### src/rtl/usb_rx_phy.sv
// Full-speed USB receive front end: pin synchroniser, 4x oversampled clock recovery,
// NRZI decode, bit unstuffing, SYNC/EOP framing and bus-reset detection.
module usb_rx_phy #(
  parameter int RESET_SE0_CYCLES = 120
) (
  input  logic       clk48,
  input  logic       reset,
  input  logic       dp_in,
  input  logic       dn_in,
  input  logic       rx_enable,
  output logic [1:0] line_state,
  output logic       rx_active,
  output logic [7:0] rx_byte,
  output logic       rx_byte_valid,
  output logic       rx_eop,
  output logic       rx_error,
  output logic       bus_reset
);

  localparam int CNT_W = $clog2(RESET_SE0_CYCLES + 1);
  localparam logic [CNT_W-1:0] CNT_MAX = CNT_W'(RESET_SE0_CYCLES);

  localparam logic [1:0] LS_J   = 2'b10;
  localparam logic [1:0] LS_K   = 2'b01;
  localparam logic [1:0] LS_SE0 = 2'b00;
  localparam logic [1:0] LS_SE1 = 2'b11;

  typedef enum logic [2:0] {ST_IDLE, ST_SYNC, ST_DATA, ST_EOP, ST_ERR} state_t;

  logic [1:0]       sync1_reg, line_reg, prev_line_reg;
  logic [1:0]       phase_reg, phase_now;
  logic             bit_strobe, bit_one;
  state_t           state_reg, state_next;
  logic [1:0]       last_sample_reg, last_sample_next;
  logic [1:0]       zero_cnt_reg, zero_cnt_next;
  logic [2:0]       ones_cnt_reg, ones_cnt_next;
  logic [2:0]       bit_cnt_reg, bit_cnt_next;
  logic [7:0]       shift_reg, shift_next;
  logic [7:0]       byte_reg, byte_next;
  logic             byte_valid_reg, byte_valid_next;
  logic             eop_reg, eop_next;
  logic             error_reg, error_next;
  logic             active_reg, active_next;
  logic             err_se0_reg, err_se0_next;
  logic [2:0]       err_j_cnt_reg, err_j_cnt_next;
  logic [CNT_W-1:0] se0_cnt_reg, se0_cnt_next;
  logic             bus_reset_reg, bus_reset_next;

  // Phase restarts on every line transition, so the strobe lands mid-bit even with jitter.
  assign phase_now  = (line_reg != prev_line_reg) ? 2'd0 : phase_reg + 2'd1;
  assign bit_strobe = (phase_now == 2'd2);
  assign bit_one    = (line_reg == last_sample_reg);

  always_comb begin
    state_next       = state_reg;
    last_sample_next = last_sample_reg;
    zero_cnt_next    = zero_cnt_reg;
    ones_cnt_next    = ones_cnt_reg;
    bit_cnt_next     = bit_cnt_reg;
    shift_next       = shift_reg;
    byte_next        = byte_reg;
    byte_valid_next  = 1'b0;
    eop_next         = 1'b0;
    error_next       = 1'b0;
    err_se0_next     = (state_reg == ST_ERR) ? err_se0_reg : 1'b0;
    err_j_cnt_next   = (state_reg == ST_ERR) ? err_j_cnt_reg : 3'd0;

    if (!rx_enable) begin
      state_next       = ST_IDLE;
      last_sample_next = LS_J;
    end else if (bit_strobe) begin
      unique case (state_reg)
        ST_IDLE: begin
          last_sample_next = LS_J;
          if (line_reg == LS_K) begin
            state_next       = ST_SYNC;
            zero_cnt_next    = 2'd1;
            last_sample_next = LS_K;
          end
        end
        ST_SYNC: begin
          last_sample_next = line_reg;
          if (line_reg == LS_SE0 || line_reg == LS_SE1) begin
            state_next       = ST_IDLE;
            last_sample_next = LS_J;
          end else if (!bit_one) begin
            if (zero_cnt_reg != 2'd3) zero_cnt_next = zero_cnt_reg + 2'd1;
          end else if (zero_cnt_reg == 2'd3) begin
            state_next    = ST_DATA;
            ones_cnt_next = 3'd1;
            bit_cnt_next  = 3'd0;
          end else begin
            state_next = ST_ERR;
            error_next = 1'b1;
          end
        end
        ST_DATA: begin
          if (line_reg == LS_SE0) begin
            state_next = ST_EOP;
          end else if (line_reg == LS_SE1) begin
            state_next = ST_ERR;
            error_next = 1'b1;
          end else begin
            last_sample_next = line_reg;
            if (ones_cnt_reg == 3'd6) begin
              // Stuff bit: must be a zero and is dropped from the data stream.
              if (bit_one) begin
                state_next = ST_ERR;
                error_next = 1'b1;
              end
              ones_cnt_next = 3'd0;
            end else begin
              ones_cnt_next = bit_one ? ones_cnt_reg + 3'd1 : 3'd0;
              shift_next    = {bit_one, shift_reg[7:1]};
              bit_cnt_next  = bit_cnt_reg + 3'd1;
              if (bit_cnt_reg == 3'd7) begin
                byte_next       = shift_next;
                byte_valid_next = 1'b1;
              end
            end
          end
        end
        ST_EOP: begin
          if (line_reg == LS_J) begin
            state_next       = ST_IDLE;
            last_sample_next = LS_J;
            eop_next         = 1'b1;
            error_next       = (bit_cnt_reg != 3'd0);
          end else if (line_reg != LS_SE0) begin
            state_next = ST_ERR;
            error_next = 1'b1;
          end
        end
        ST_ERR: begin
          if (line_reg == LS_SE0) begin
            err_se0_next   = 1'b1;
            err_j_cnt_next = 3'd0;
          end else if (line_reg == LS_J) begin
            err_j_cnt_next = err_j_cnt_reg + 3'd1;
            if (err_se0_reg || err_j_cnt_reg == 3'd7) begin
              state_next       = ST_IDLE;
              last_sample_next = LS_J;
            end
          end else begin
            err_se0_next   = 1'b0;
            err_j_cnt_next = 3'd0;
          end
        end
        default: state_next = ST_IDLE;
      endcase
    end

    // Held through the rx_eop cycle so the consumer sees the EOP inside the packet window.
    active_next = (state_next == ST_DATA) || (state_next == ST_EOP) || eop_next;
  end

  always_comb begin
    se0_cnt_next = se0_cnt_reg;
    if (line_reg != LS_SE0)
      se0_cnt_next = '0;
    else if (se0_cnt_reg != CNT_MAX)
      se0_cnt_next = se0_cnt_reg + 1'b1;
    bus_reset_next = (line_reg == LS_SE0) && (se0_cnt_reg >= CNT_MAX);
  end

  always_ff @(posedge clk48 or posedge reset) begin
    if (reset) begin
      sync1_reg       <= LS_J;
      line_reg        <= LS_J;
      prev_line_reg   <= LS_J;
      phase_reg       <= 2'd0;
      state_reg       <= ST_IDLE;
      last_sample_reg <= LS_J;
      zero_cnt_reg    <= 2'd0;
      ones_cnt_reg    <= 3'd0;
      bit_cnt_reg     <= 3'd0;
      shift_reg       <= 8'h00;
      byte_reg        <= 8'h00;
      byte_valid_reg  <= 1'b0;
      eop_reg         <= 1'b0;
      error_reg       <= 1'b0;
      active_reg      <= 1'b0;
      err_se0_reg     <= 1'b0;
      err_j_cnt_reg   <= 3'd0;
      se0_cnt_reg     <= '0;
      bus_reset_reg   <= 1'b0;
    end else begin
      sync1_reg       <= {dp_in, dn_in};
      line_reg        <= sync1_reg;
      prev_line_reg   <= line_reg;
      phase_reg       <= phase_now;
      state_reg       <= state_next;
      last_sample_reg <= last_sample_next;
      zero_cnt_reg    <= zero_cnt_next;
      ones_cnt_reg    <= ones_cnt_next;
      bit_cnt_reg     <= bit_cnt_next;
      shift_reg       <= shift_next;
      byte_reg        <= byte_next;
      byte_valid_reg  <= byte_valid_next;
      eop_reg         <= eop_next;
      error_reg       <= error_next;
      active_reg      <= active_next;
      err_se0_reg     <= err_se0_next;
      err_j_cnt_reg   <= err_j_cnt_next;
      se0_cnt_reg     <= se0_cnt_next;
      bus_reset_reg   <= bus_reset_next;
    end
  end

  assign line_state    = line_reg;
  assign rx_active     = active_reg;
  assign rx_byte       = byte_reg;
  assign rx_byte_valid = byte_valid_reg;
  assign rx_eop        = eop_reg;
  assign rx_error      = error_reg;
  assign bus_reset     = bus_reset_reg;

endmodule
### config.mk
export PLATFORM = sky130hd
export DESIGN_NAME = usb_rx_phy
export DESIGN_NICKNAME = d
export VERILOG_FILES = /design/src/rtl/usb_rx_phy.sv
export SDC_FILE = /design/constraint.sdc
export NUM_CORES = 1
export LEC_CHECK = 0
export CORE_UTILIZATION = 52
export DETAILED_ROUTE_END_ITERATION = 12
export GPL_TIMING_DRIVEN = 0
export PLACE_DENSITY = 0.77
export SLEW_MARGIN = 5
export SYNTH_ARGS = -nofsm -noshare
export SYNTH_HDL_FRONTEND = slang
export SYNTH_SLANG_ARGS = --single-unit
### constraint.sdc
create_clock -name clk48 -period 2.6 [get_ports clk48]
set_input_delay 0.52 -clock clk48 [delete_from_list [all_inputs] [get_ports clk48]]
set_output_delay 0.52 -clock clk48 [all_outputs]
set_load 0.02 [all_outputs]
==> key figures <==
Cells and area
  • Fill count: 386
  • Largest register FFs: 8
  • Diode count: 0
  • Final core utilization: 65.3%
  • Area Overhead vs Synth: 18.8%
  • Post-Layout Cell Count: 339
  • Final net count: 291
  • Fraction of layout cells with a size suffix above 1: 18.8%

Placed design
  • IO buf count: 19
  • Post-placement cell count: 328
  • Setup WS pre-CTS: -0.263 ns
  • GPL Wtd Cong: 0.845
  • DPL Wire Length: 3.53 mm

Route
  • DR vias/cell: 5.54
  • DR WL/cell: 14.8 um
  • Vias: 1879
  • Drt first pass iters: 4
  • Remaining DRCs: 0
  • Antenna viol nets, final: 0
  • Final WL: 5.01 mm
  • Initial detailed-routing violation count: 79

Synthesis
  • Synthesized area per cell: 10.9 um^2
  • Synth Instances: 241
  • Syn nets: 261
  • Synth unique cells: 51
  • Synth Cell Area: 0.00263 mm^2
  • Largest area contributor in the netlist: dfrtp_1
  • Post-synth EDFFs: 0
  • Most area-consuming cells after synthesis: dfrtp_1 46%, ha_1 7.1%, mux2_2 6.4%
  • Async SR Flop Fraction: 100%
  • Ys flop type: dfrtp_1
  • Yosys Warn Count: 0
  • Yosys top cell area share: 45.7%
  • Synthesized flop and latch total: 52
  • Sequential area share after synthesis: 49.7%

Clock network
  • Clk sinks: 52
  • CTS max path bufs: 2
  • Root Buffer: clkbuf_8
  • TritonCTS clock tree: done
  • Insertion delay to the later sink of the worst-skew pair: 0.31 ns
  • Worst-path clk slew: 0.09 ns
  • H-tree levels: 2
  • Clock buffer count from CTS: 5
  • Hold_buf cts: 0

STA
  • Crit share post-route: 96.6%
  • Worst slew margin: 54.5%
  • Final setup vio count: 0
  • Max Slew Vio Count: 0
  • Fin crit period: 2.51 ns
  • Hold_ws: 0.358 ns
  • Final WS setup: 0.0891 ns
  • Skew final: 0.00879 ns
  • Fmax: 0.398 GHz
  • Hold Vio Cnt, Final: 0
  • Unrepaired setup endpoints after global routing: no
  • Worst-Margin Slew: 0.666 ns

Die
  • Initial Utilization: 55.0%
  • Die Wd: 73.1 um
  • Die Area: 0.00535 mm^2
  • Placement Rows: 25
  • Core box area: 0.00479 mm^2
  • Io pins: 20
  • Die Span Y: 73.1 um

Global routing
  • Grt ovf: 0
  • Initial antenna violation count: 0
  • First-pass GRT wire length: 8.26 mm
  • Largest net degree at the start of global routing: 29
  • Vias in the first global route: 1797
  • Aggregate global-route resource usage: 20.5%

Setup path
  • WP data arrival: 2.71 ns
  • Type of origin of the critical path: register
  • Critical path endpoint category: register
  • Required time of the critical path: 2.80 ns
  • Crit Path Class: register to register
  • CP max FO: 10

Job
  • Max cap viols: 0

Power
  • Peak VDD IR: 0.000367 V
  • PwrDens: 488 mW/mm^2
  • Leakage: 1.41 nW
  • Tot Pwr: 1.52 mW

Status
  • Status: finished, final reports clean

Hold path
  • Hold Path Class: register to register
[synthesized netlist by cell type, types with 2 or more instances]
library cell  number
a2111oi_0          2
a21oi_1            8
a22o_1             3
a31oi_1            3
and2_1             3
and3_1             2
buf_2              2
buf_6              3
clkbuf_1           3
dfrtp_1           48
dfstp_2            4
ha_1              15
inv_1             15
mux2_2            15
mux2i_1            3
nand2_1           12
nand2b_1           5
nand3_1           10
nand3b_1           2
nor2_1            21
nor2b_1            2
nor3_1             4
nor3b_1            2
nor4_1             2
o211ai_1           2
o21a_1             4
o21ai_0            7
o311ai_0           2
o31ai_1            4
or3_1              2
or4_1              3
xnor2_1            3
xor2_1             7
[report_power, final]
part / switching (mW) / internal [mW] / leakage [nW]
sequential: 0.0159 / 0.829 / 0.692
clock: 0.266 / 0.291 / 0.0558
combinational: 0.0728 / 0.0496 / 0.666
total: 0.355 / 1.17 / 1.41
[final timing paths]
kind,from,slack (ns),end,depth (start not counted)
max,line_state[1],0.09,shift_reg[1],8
min,sync1_reg[0],0.36,line_state[0],0
max reg2reg,line_state[1],0.09,shift_reg[1],8
min reg2reg,sync1_reg[0],0.36,line_state[0],0
max in group asynchronous,reset,1.49,err_se0_reg,3
min in group asynchronous,reset,0.57,se0_cnt_reg[4],2
[timing repair]
action / CTS / global route
setup buffers: 1 / 5
pin swaps: 1 / 3
endpoints found under the setup margin: 20 / 12
gates resized for setup: 5 / 9
[cell type report]
type / count / area [um^2] / area share (%)
well taps: 67 / 83.8 / 2.68
clock inverters: 2 / 38.8 / 1.24
multi-input cells: 165 / 1250 / 40.2
repair buffers: 26 / 265 / 8.49
clock buffers: 6 / 72.6 / 2.32
flip-flops and latches: 52 / 1310 / 41.9
plain buffers: 6 / 45.0 / 1.44
inverters: 15 / 56.3 / 1.80
[placed cells by master (no fill, tap or decap), types with 3 or more instances in the layout]
cell	Yosys	final
ha_1	15	14
o21ai_0	7	7
or4_1	3	3
a21oi_1	8	8
xor2_1	7	7
mux2_2	15	15
clkbuf_8	0	5
nand2_1	12	12
nand2b_1	5	5
inv_1	15	13
clkbuf_1	3	4
dfrtp_1	48	47
nand3_1	10	10
buf_6	3	5
xnor2_1	3	3
a22o_1	3	3
mux2i_1	3	3
dfstp_2	4	4
nor3_1	4	4
nor2_1	21	21
o21a_1	4	4
a31oi_1	3	3
o31ai_1	4	3
clkdlybuf4s50_1	0	18
buf_4	0	4
and2_1	3	3
[per-layer routing]
layer / track usage [%] / routed length [um] / vias up
met5: 0 / 0 / -
met4: 7.41 / 74 / 0
met3: 4.28 / 167 / 7
met2: 33.1 / 2440 / 41
met1: 27.2 / 2320 / 923
li1: - / - / 908
[through the flow]
step / area, um^2 / TNS (ns)
6_report: 3120 / 0
2_1_floorplan: 2640 / 0
4_1_cts: 3080 / 0
5_1_grt: 3120 / 0
3_3_place_gp: 2910 / -8.49
3_5_place_dp: 2930 / -4.00
[cell families (layout without fill, tap and decap cells)]
logic type                 count (synthesis)  in the layout  synth area share (%)
AOI/OAI and AO/OA                         44             44                  11.6
adders and majority gates                 15             15                  7.14
muxes                                     18             18                  7.56
DFF                                       52             52                  49.7
xor gates and xnor gates                  10             10                  3.33
buffers and inverters                     24             55                  4.42
and+or+nand+nor                           78             78                  16.3
[worst max-delay path: stages, from the launching register on]
cell	delay [ns]
dfstp_2	0.55
buf_6	0.09
inv_2	0.05
ha_4	0.19
or4b_4	0.56
nor4_4	0.37
buf_6	0.16
buf_6	0.11
mux2_2	0.32
(Power assumes the default switching activity.)
